$ cat src/rtl/fp_max_reduce.sv
//==============================================================================
// Module      : fp_max_reduce
// Description : Streaming max/min reduction over a frame of IEEE half or
//               single precision floats. Once per frame it reports the
//               extreme value, its zero-based index and the element count
//               minus one. Frames longer than MAX_LEN are cut short and
//               flagged with out_trunc.
//               Optional NaN handling: define FP_MAX_REDUCE_NAN_EN.
// Revision    : 1.0 - initial release
//==============================================================================
`default_nettype none

module fp_max_reduce #(
  parameter string PRECISION = "HALF",
  parameter int    BITS      = 16,
  parameter int    MAX_LEN   = 256,
  parameter int    IDX_BITS  = 8,
  parameter string MODE      = "MAX"
) (
  input  logic                clk,
  input  logic                rst,
  input  logic                in_valid,
  output logic                in_ready,
  input  logic [BITS-1:0]     in_data,
  input  logic                in_last,
  output logic                out_valid,
  input  logic                out_ready,
  output logic [BITS-1:0]     out_data,
  output logic [IDX_BITS-1:0] out_index,
  output logic [IDX_BITS-1:0] out_count,
  output logic                out_trunc
`ifdef FP_MAX_REDUCE_NAN_EN
  ,
  output logic                nan_seen
`endif
);

  // Mantissa width selects where the exponent field sits for NaN detection.
  localparam int c_man_bits = (PRECISION == "SINGLE") ? 23 : 10;
  localparam bit c_is_max   = (MODE == "MAX");

  localparam logic [BITS-1:0]     c_sign_mask = BITS'(1) << (BITS - 1);
  localparam logic [IDX_BITS-1:0] c_last_cnt  = IDX_BITS'(MAX_LEN - 1);
  localparam logic [IDX_BITS-1:0] c_cnt_one   = IDX_BITS'(1);

  localparam logic [1:0] c_st_idle  = 2'd0;
  localparam logic [1:0] c_st_accum = 2'd1;
  localparam logic [1:0] c_st_hold  = 2'd2;

  logic [1:0]          r_state;
  logic [1:0]          w_state_nxt;
  logic                w_accept;
  logic [BITS-1:0]     r_data;
  logic [IDX_BITS-1:0] r_index;
  logic [IDX_BITS-1:0] r_count;
  logic                r_trunc;
  logic [IDX_BITS-1:0] w_cnt_inc;
  logic                w_hit_len;
  logic [BITS-1:0]     w_new_key;
  logic [BITS-1:0]     w_held_key;
  logic                w_key_wins;
  logic                w_new_nan;
  logic                w_wins;

  assign w_accept  = in_valid & in_ready;
  assign w_cnt_inc = r_count + c_cnt_one;
  assign w_hit_len = (w_cnt_inc == c_last_cnt);

  // Ordered keys: flipping the sign bit of positives and inverting negatives
  // makes an unsigned compare follow float order (-0 sits just below +0).
  assign w_new_key  = in_data[BITS-1] ? ~in_data : (in_data ^ c_sign_mask);
  assign w_held_key = r_data[BITS-1]  ? ~r_data  : (r_data  ^ c_sign_mask);

  // Strict compare so ties keep the earlier element.
  assign w_key_wins = c_is_max ? (w_new_key > w_held_key) : (w_new_key < w_held_key);

  assign w_new_nan = (&in_data[BITS-2:c_man_bits]) & (|in_data[c_man_bits-1:0]);

`ifdef FP_MAX_REDUCE_NAN_EN
  logic r_held_nan;
  logic r_nan_seen;

  // A NaN never wins; any real value displaces a NaN that was held only
  // because it opened the frame.
  assign w_wins   = ~w_new_nan & (r_held_nan | w_key_wins);
  assign nan_seen = r_nan_seen;

  // NaN bookkeeping: held-value NaN flag and frame-wide NaN flag.
  always_ff @(posedge clk or posedge rst) begin
    if (rst) begin
      r_held_nan <= 1'b0;
      r_nan_seen <= 1'b0;
    end else if (w_accept) begin
      if (r_state == c_st_idle) begin
        r_held_nan <= w_new_nan;
        r_nan_seen <= w_new_nan;
      end else begin
        if (w_wins) begin
          r_held_nan <= 1'b0;
        end
        r_nan_seen <= r_nan_seen | w_new_nan;
      end
    end
  end
`else
  // NaNs are ordered by key like any other pattern; the classification is
  // only consumed when NaN handling is built in.
  logic w_unused_nan;
  assign w_unused_nan = w_new_nan;
  assign w_wins       = w_key_wins;
`endif

  // State register.
  always_ff @(posedge clk or posedge rst) begin
    if (rst) begin
      r_state <= c_st_idle;
    end else begin
      r_state <= w_state_nxt;
    end
  end

  // Next-state logic: frame start, accumulation, result hold.
  always_comb begin
    w_state_nxt = r_state;
    case (r_state)
      c_st_idle: begin
        if (w_accept) begin
          w_state_nxt = in_last ? c_st_hold : c_st_accum;
        end
      end
      c_st_accum: begin
        if (w_accept && (in_last || w_hit_len)) begin
          w_state_nxt = c_st_hold;
        end
      end
      c_st_hold: begin
        if (out_ready) begin
          w_state_nxt = c_st_idle;
        end
      end
      default: w_state_nxt = c_st_idle;
    endcase
  end

  // Handshake outputs: input closed while the result is held or in reset.
  always_comb begin
    in_ready  = ~rst & (r_state != c_st_hold);
    out_valid = (r_state == c_st_hold);
  end

  // Running extreme value, its index, element count and truncation flag.
  always_ff @(posedge clk or posedge rst) begin
    if (rst) begin
      r_data  <= '0;
      r_index <= '0;
      r_count <= '0;
      r_trunc <= 1'b0;
    end else if (w_accept) begin
      if (r_state == c_st_idle) begin
        r_data  <= in_data;
        r_index <= '0;
        r_count <= '0;
        r_trunc <= 1'b0;
      end else begin
        r_count <= w_cnt_inc;
        r_trunc <= ~in_last & w_hit_len;
        if (w_wins) begin
          r_data  <= in_data;
          r_index <= w_cnt_inc;
        end
      end
    end
  end

  assign out_data  = r_data;
  assign out_index = r_index;
  assign out_count = r_count;
  assign out_trunc = r_trunc;

endmodule

`default_nettype wire

$ cat config.mk
export PLATFORM = sky130hd
export DESIGN_NAME = fp_max_reduce
export DESIGN_NICKNAME = d
export VERILOG_FILES = /design/src/rtl/fp_max_reduce.sv
export SDC_FILE = /design/constraint.sdc
export NUM_CORES = 1
export LEC_CHECK = 0
export CORE_ASPECT_RATIO = 1.4
export CORE_MARGIN = 2
export CORE_UTILIZATION = 50
export CTS_CLUSTER_DIAMETER = 60
export DETAILED_ROUTE_END_ITERATION = 8
export HOLD_SLACK_MARGIN = 0.05
export PLACE_DENSITY_LB_ADDON = 0.1
export SLEW_MARGIN = 20
export SYNTH_ARGS = -nofsm -noshare
export SYNTH_HDL_FRONTEND = slang
export SYNTH_SLANG_ARGS = --single-unit
$ cat constraint.sdc
create_clock -name clk -period 3.6 [get_ports clk]
set_input_delay 0.72 -clock clk [delete_from_list [all_inputs] [get_ports clk]]
set_output_delay 0.72 -clock clk [all_outputs]
set_load 0.02 [all_outputs]
# Word-level counts from Yosys, hierarchy flattened

Cells that the tools add are included.

Register bits after elaboration: 35
Output and inout bits: 35
Logic and storage cells: 42
Input port bits: 21

Bitwise logic cells: 9
$add $sub $neg: 1
Multiplexer cells: 13
Equal/unequal tests: 7
Reduce and logical (&&, ||, !) cells: 6
Order comparisons: 1

Operators by type and width:

| cell                                                                    | count |
|---|---|
| 16-bit 2-to-1 mux                                                       | 4 |
| 16-bit inverter                                                         | 2 |
| 8-bit 2-to-1 mux                                                        | 3 |
| 16-bit greater-than comparator                                          | 1 |
| 8-bit by 1-bit adder with 8-bit output, second input constant           | 1 |
| 8-bit == test, second input constant                                    | 1 |
| 2-bit 2-to-1 mux                                                        | 4 |
| 2-bit inequality test, second input constant                            | 3 |
| 2-bit one-hot mux with 3 select lines                                   | 1 |
| 1-bit inverter                                                          | 4 |
| 1-bit bitwise AND                                                       | 3 |
| 3-bit AND reduction                                                     | 1 |
| 2-bit by 1-bit == test with 1-bit output, second input constant         | 1 |
| 2-bit == test, second input constant                                    | 1 |
| 2-bit zero test                                                         | 1 |
| 2-bit by 1-bit inequality test with 1-bit output, second input constant | 1 |
| 2-bit AND reduction                                                     | 1 |
| 2-bit nonzero test                                                      | 1 |
| 1-bit logical AND                                                       | 1 |
| 1-bit logical OR                                                        | 1 |
| 1-bit 2-to-1 mux                                                        | 1 |

# Depth between registers and ports, before layout

Gate-level depths: netlist (run 1).

Word-level depth: 6
Depth in mapped cells: 10
Gate-level depth less buffers: 7

# Least setup slack after synthesis (run 1)

No wires, ideal clock.

Path type: input port to flip-flop
Start point: in in_data[15]
End point: reg r_data[10], in the netlist out_data[10]
Stages: 10
Path slack: -103 ps
Required time: 3475 ps
Arrival time: 3578 ps
Path buffers: 3
Setup time: 125 ps
Cells stage by stage: clkbuf_1 > clkbuf_1 > xor2_1 > ha_1 > nand4_2 > or4_4 > o41ai_4 > a31oi_4 > buf_6 > mux2_4

Cells in the longest elaborated chain, start to end: 5
Elaborated cells on any way between the ends: 6
Those cells by class: order compare: 1; mux: 1; bitwise: 2; reduce/logical: 2

RTL lines:

| element                                                            | line | text |
|---|---|---|
| start, declared                                                    | 24   | `input logic [BITS-1:0] in_data,` |
| 1-bit inverter (no source line) or 16-bit inverter (tied branches) | --   |  |
| 16-bit 2-to-1 mux *                                                | 71   | `assign w_new_key = in_data[BITS-1] ? ~in_data : (in_data ^ c_sign_mask);` |
| 16-bit greater-than comparator *                                   | 75   | `assign w_key_wins = c_is_max ? (w_new_key > w_held_key) : (w_new_key < w_held_key);` |
| 2-bit nonzero test (no source line) *                              | --   |  |
| 2-bit AND reduction (no source line) *                             | --   |  |
| end signal, assigned                                               | 160  | `r_data <= in_data;` |
| end signal, assigned                                               | 168  | `r_data <= in_data;` |
| end, declared                                                      | 53   | `logic [BITS-1:0] r_data;` |

Every way passes the cells marked *; elsewhere a longest branch is shown, timed or not.
A chain may end at the register's enable or synchronous reset.

# Worst setup path after layout (run 1)

Start point: in in_data[15]
End point: reg r_data[7], in the netlist out_data[7]

Same word-level chain as after synthesis.

==> summary.txt, run 1 <==
Status
  • Outcome: complete, no violations

Global route
  • Grt met3 use: 0.05116
  • Number of global-route vias before repair: 1756
  • Grt ovf: 0
  • Antenna violations before repair: 0
  • Top Usage Layer GRT: met2
  • Grt met1 use: 0.2261
  • Largest net degree at the start of global routing: 36
  • Met2 usage: 0.3520
  • All-Layer GR Usage: 0.2014
  • First-pass GRT wire length: 7.831 mm

STA
  • Final setup violation count: 0
  • Min Tclk post-route: 3.501 ns
  • Layout Skew: 0.01124 ns
  • Slew @ Worst Pin: 0.8065 ns
  • Period utilization: 0.9725
  • Hold_ws: 0.5091 ns
  • Slew Viols, Final: 0
  • Fmax: 0.2856 GHz
  • Final Hold Fails: 0
  • Relative slew slack: 0.4484
  • Unrepaired setup endpoints after global routing: false

Floorplanning
  • Std-Cell Core Area: 4463 um2
  • Die width: 61.21 um
  • Placement row count: 29
  • Starting density of the core: 0.5133
  • Total I/O pin count: 56
  • Total die area: 5147 um2
  • Die height: 84.09 um

CTS
  • CTS Sinks: 35
  • Number of setup buffers added after CTS: 0
  • Clk root buf: clkbuf_8
  • CTS Hold Bufs: 0
  • Clk Latency, worst-skew pair: 0.29 ns
  • Number of buffers created by CTS: 5
  • Clock transition at path regs: 0.07 ns
  • CTS max path bufs: 2
  • H-tree Lvls: 2
  • CTS tree: built

Detailed routing
  • Post-Route WL: 4.931 mm
  • Initial DRT Pass Iterations: 4
  • Via count: 1731
  • Iter 0 DRT Violations: 46
  • Vias per cell: 5.230
  • Residual DRC count: 0
  • Post-route ant nets: 0
  • WL/cell: 14.90 um

Synthesis
  • Most numerous cell in the Yosys netlist: dfrtp_1
  • Largest area contributor in the netlist: dfrtp_1
  • Yosys reg bits: 35
  • Mapped Nets: 240
  • Syn Std Cell Area: 2291 um2
  • Library cells used by synthesis: 36
  • Synth top area share: 0.3823
  • EDFF count, synth: 0
  • Async set or reset register ratio after synthesis: 1.000
  • Top FF cell, synth: dfrtp_1
  • Synth warn: 0
  • Cell count after synthesis: 201
  • Synth top area cells: dfrtp_1 (38%), mux2_4 (13%), ha_1 (9.8%)
  • Sequential fraction of the synthesis area: 0.3823
  • Syn_area_per_cell: 11.40 um2
  • Commonest cells in the netlist: dfrtp_1 (35), nand2_1 (21), mux2_4 (20)

Power
  • Sw Share: 0.3947
  • Comb power frac: 0.598
  • NetSw: 903.9 uW
  • P_leak: 0.001340 uW
  • P_int: 1386 uW
  • Max IR drop VDD: 0.4401 mV
  • Power share of the sequential group: 0.288
  • Total power: 2290 uW
  • PD cells: 740.8 nW/um2
  • Clock power frac: 0.114

Cells and area
  • Layout cell share with drive strength beyond 1: 0.2007
  • Area delta synth->final: 34.95%
  • Count of nets after finishing: 309
  • # diodes: 0

Setup path
  • Worst setup EP type: register
  • Critical path class: primary input to register
  • Worst Path Max Fanout: 15
  • Required time of the worst setup path: 3.78 ns
  • Startpoint types: primary input
  • CP arrival: 3.68 ns

Placed design
  • RD Place Congestion: 0.8422
  • Detail Placement HPWL: 3.506 mm
  • Port bufs: 55

Flow run
  • Total of max-cap violations: 0

Worst hold path
  • Hold Path Class: register to register
-- critical path: stages --
cell and delay (ns):
clkdlybuf4s50_1 0.44, buf_12 0.17, xor2_1 0.16, ha_1 0.32
nand4_2 0.12, or4_4 0.55, a21o_1 0.23, a31oi_4 0.59
mux2_4 0.35
-- power groups by stage --
| stage | Combinational [uW] | Clock [uW] | Sequential [uW] |
|---|---|---|---|
| after CTS | 1370 | 271 | 662 |
| after floorplan | 753 | 0 | 767 |
| after global routing | 1500 | 287 | 678 |
| after global placement | 1340 | 0 | 665 |
| after detailed placement | 1350 | 0 | 670 |
| final | 1370 | 262 | 659 |
-- flip-flops by register name (all words and copies together) (netlist names) --
register   flops
out_index      8
out_count      8
out_trunc      1
out_data      16
r_state        2
-- logic make-up (layout without fill, tap and decap cells) --
family / count (synthesis) / in the layout / synth area share
compound gates: 27 / 28 / 0.09121
fa+ha+maj: 18 / 18 / 0.09831
buf+inv: 11 / 78 / 0.02457
mux: 27 / 27 / 0.1655
simple gates: 49 / 49 / 0.1081
flops: 35 / 35 / 0.3823
xor+xnor: 34 / 34 / 0.1300
-- layout make-up --
type	count	area (um2)
clock buffers	6	72.57
repair buffers	69	668.1
inverters	3	11.26
flip-flops and latches	35	875.8
multi-input cells	156	1386
fillers	361	1371
well taps	62	77.57
-- metrics by stage --
step / setup slack (ns) / instances / TNS [ns] / utilization / instance area [um2]
6_report: 0.09915 / 331 / 0 / 0.6927 / 3092
3_3_place_gp: -0.4796 / 324 / -10.26 / 0.6703 / 2992
5_1_grt: 0.01019 / 331 / 0 / 0.6927 / 3092
2_1_floorplan: 0.06469 / 201 / 0 / - / 2292
4_1_cts: 0.02173 / 331 / 0 / 0.6913 / 3085
3_5_place_dp: -0.5508 / 324 / -11.76 / 0.6703 / 2992
-- what timing repair did --
action | in CTS | in global routing
gates cloned | 1 | 0
gates resized for setup | 1 | 1
setup endpoints to repair | 24 | 24
pin swaps | 1 | 2
-- cells in the final DEF (no fill, tap or decap) --
cell type / instances
mux2_4: 20
nor3b_4: 1
nor3_1: 2
o21bai_1: 1
o21a_1: 1
nand2b_1: 1
and4_1: 1
nand4_2: 1
clkbuf_8: 5
a2111oi_0: 1
ha_1: 18
a31oi_4: 2
o2bb2ai_1: 1
o41ai_4: 1
buf_4: 13
clkbuf_1: 1
a22o_1: 2
dfrtp_1: 35
buf_12: 1
or2_2: 1
xnor2_1: 17
xor2_1: 17
o31ai_1: 1
o221ai_1: 1
o21ai_0: 5
a21o_1: 2
nor2_1: 11
inv_1: 3
clkdlybuf4s50_1: 55
or4_4: 1
nand2_1: 21
nand4_1: 3
nand3_1: 2
a21oi_1: 9
nor2b_1: 3
a311oi_2: 1
mux2_2: 7
or3_1: 1
-- per-layer routing --
metal  part of all wire  routed length (um)  vias to the layer above
li1                   -                   -                      842
met3              0.044                 215                        7
met2               0.53                2612                       38
met4              0.016                  81                        0
met1               0.41                2022                      844
met5                  0                   0                        -
-- worst paths after layout --
path                               from           end  slack, ns  cells past startpoint
min                           out_trunc     out_trunc       0.51                      1
max in group asynchronous           rst  out_index[3]       2.32                      3
max reg2reg                out_data[15]   out_data[7]       0.42                      8
min reg2reg                   out_trunc     out_trunc       0.51                      1
min in group asynchronous           rst  out_data[14]       0.95                      3
max                         in_data[15]   out_data[7]        0.1                      9
(Power assumes the default switching activity.)
==> run 2: changes to the inputs <==
--- a/config.mk
+++ b/config.mk
@@ -12,7 +12,7 @@
 export DETAILED_ROUTE_END_ITERATION = 8
 export HOLD_SLACK_MARGIN = 0.05
 export PLACE_DENSITY_LB_ADDON = 0.1
-export SLEW_MARGIN = 20
+export SLEW_MARGIN = 40
 export SYNTH_ARGS = -nofsm -noshare
 export SYNTH_HDL_FRONTEND = slang
 export SYNTH_SLANG_ARGS = --single-unit
==> summary.txt, run 2 (same netlist as run 1, synthesis figures left out) <==
Setup path
  • Worst Path Max Fanout: 15 (unchanged)
  • Critical Path Max Stage Delay: 0.55 ns (was 0.59 ns)
  • Worst-path cell chain: clkdlybuf4s50_1, buf_12, xor2_1, ha_1, nand4_2, or4_4, buf_4, o41ai_4, a31oi_4, buf_8, buf_16, mux2_4 (was clkdlybuf4s50_1, buf_12, xor2_1, ha_1, nand4_2, or4_4, a21o_1, a31oi_4, mux2_4)
  • Worst setup EP type: register (unchanged)
  • Critical path class: primary input to register (unchanged)
  • Required time of the worst setup path: 3.77 ns (was 3.78 ns)
  • Crit path from: in_data[15] (unchanged)
  • CP max-delay cell: or4_4 (was a31oi_4)
  • R2r startpoint: out_data[15] (unchanged)
  • CP arrival: 3.65 ns (was 3.68 ns)
  • Cell family with most CP delay: buffers and inverters (was compound AO/OA/AOI/OAI gates)
  • Startpoint types: primary input (unchanged)
  • Crit path buffers/inverters: 5 (was 2)

Power
  • Total power: 2355 uW (was 2290 uW)
  • P_leak: 0.001378 uW (was 0.001340 uW)
  • Max IR drop VDD: 0.3867 mV (was 0.4401 mV)
  • PD cells: 746.3 nW/um2 (was 740.8 nW/um2)

Detailed routing
  • WL/cell: 14.39 um (was 14.90 um)
  • Iter 0 DRT Violations: 48 (was 46)
  • Post-route ant nets: 0 (unchanged)
  • Vias per cell: 5.161 (was 5.230)
  • Residual DRC count: 0 (unchanged)
  • Initial DRT Pass Iterations: 4 (unchanged)
  • Via count: 1729 (was 1731)
  • Post-Route WL: 4.822 mm (was 4.931 mm)

STA
  • Unrepaired setup endpoints after global routing: false (unchanged)
  • Period utilization: 0.9672 (was 0.9725)
  • Min Tclk post-route: 3.482 ns (was 3.501 ns)
  • Slew Viols, Final: 0 (unchanged)
  • Final Hold Fails: 0 (unchanged)
  • Slew @ Worst Pin: 0.6157 ns (was 0.8065 ns)
  • Fmax: 0.2872 GHz (was 0.2856 GHz)
  • Layout Skew: 0.01273 ns (was 0.01124 ns)
  • Relative slew slack: 0.5885 (was 0.4484)
  • Final setup violation count: 0 (unchanged)

Placed design
  • Port bufs: 55 (unchanged)
  • RD Place Congestion: 0.8422 (unchanged)
  • Detail Placement HPWL: 3.568 mm (was 3.506 mm)

Floorplanning
  • Placement row count: 29 (unchanged)
  • Die height: 84.09 um (unchanged)
  • Total die area: 5147 um2 (unchanged)
  • Total I/O pin count: 56 (unchanged)
  • Std-Cell Core Area: 4463 um2 (unchanged)
  • Starting density of the core: 0.5133 (unchanged)
  • Die width: 61.21 um (unchanged)

CTS
  • CTS tree: built (unchanged)
  • Clk root buf: clkbuf_8 (unchanged)
  • Number of buffers created by CTS: 5 (unchanged)
  • PostCTS Resize Cnt: 0 (was 1)
  • Clock transition at path regs: 0.07 ns (about the same)
  • H-tree Lvls: 2 (unchanged)
  • CTS Sinks: 35 (unchanged)
  • CTS max path bufs: 2 (unchanged)
  • Clk Latency, worst-skew pair: 0.29 ns (about the same)

Cells and area
  • Area of the multi-input gates: 1360 um2 (was 1386 um2)
  • Count of nets after finishing: 311 (was 309)
  • Most common cell after layout, fill and taps aside: clkdlybuf4s50_1 (unchanged)
  • Fin util: 0.7070 (was 0.6927)
  • Area delta synth->final: 37.74% (was 34.95%)
  • # diodes: 0 (unchanged)
  • Storage cell area: 875.8 um2 (unchanged)
  • Number of flip-flops in the largest register: 16 (unchanged)
  • Layout cell share with drive strength beyond 1: 0.2088 (was 0.2007)
  • Filler cell count: 358 (was 361)
  • Most frequent cells in the layout: clkdlybuf4s50_1 (55), dfrtp_1 (35), nand2_1 (21), mux2_4 (20), ha_1 (18) (unchanged)

Global route
  • First-pass GRT wire length: 7.741 mm (was 7.831 mm)
  • Largest net degree at the start of global routing: 36 (unchanged)
  • Top Usage Layer GRT: met2 (unchanged)
  • Number of global-route vias before repair: 1766 (was 1756)
  • Grt ovf: 0 (unchanged)
  • Grt met1 use: 0.2261 (unchanged)
  • Grt met3 use: 0.04806 (was 0.05116)
  • All-Layer GR Usage: 0.1977 (was 0.2014)
  • Met2 usage: 0.3472 (was 0.3520)
  • Antenna violations before repair: 0 (unchanged)

Flow run
  • Total of max-cap violations: 0 (unchanged)

Worst hold path
  • Hold Path Class: register to register (unchanged)
  • Hold path start: out_trunc (unchanged)

Status
  • Outcome: complete, no violations (unchanged)
[run 2: stage by stage]
stage | instance area, um2 | cells | setup TNS, ns | hold WS [ns] | setup WS (ns)
floorplan | 2292 | 201 | 0 | 0.5290 | 0.06469
global placement | 2992 | 324 | -10.26 | 0.4962 | -0.4796
detailed placement | 3034 | 326 | -5.537 | 0.4953 | -0.3446
CTS | 3154 | 335 | 0 | 0.5189 | 0.1140
global route | 3156 | 335 | 0 | 0.5261 | 0.04679
finish | 3156 | 335 | 0 | 0.5099 | 0.1180
[run 2: path summary, 6_finish.rpt]
check	cells past startpoint	slack (ns)	end
min in group asynchronous	3	0.95	out_data[14]
worst min-delay path	1	0.51	out_trunc
worst max-delay path	12	0.12	out_index[1]
worst max register to register	11	0.39	out_index[1]
worst min register to register	1	0.51	out_trunc
max in group asynchronous	3	2.32	out_index[6]
[run 2: area by class of cell]
cell class / count / share of cell area
Sequential cell: 35 / 0.2776
Inverter: 3 / 0.003569
Tap cell: 62 / 0.02458
Timing Repair Buffer: 72 / 0.2316
Clock buffer: 8 / 0.03172
Multi-Input combinational cell: 155 / 0.4310
[run 2: routing by layer]
metal	wire length (um)	vias to the layer above
met1	2060	843
li1	-	847
met3	179	4
met4	44	0
met5	0	-
met2	2537	35
[run 2: where the power goes]
part	switching, uW	internal, uW
Combinational	616	761
Clock	143	175
Sequential	148	513
Total	907	1450
[run 2: timing repair]
item | in CTS | in global routing
endpoints found under the setup margin | 12 | 0
buffers inserted | 1 | 0
hold buffers | 0 | 0
==> run 3: changes to the inputs <==
--- a/config.mk
+++ b/config.mk
@@ -5,6 +5,7 @@
 export SDC_FILE = /design/constraint.sdc
 export NUM_CORES = 1
 export LEC_CHECK = 0
+export ABC_CLOCK_PERIOD_IN_PS = 3600
 export CORE_ASPECT_RATIO = 1.4
 export CORE_MARGIN = 2
 export CORE_UTILIZATION = 50
==> results of run 3 <==
No change in the layout: final DEF, timing and power equal those of run 2.
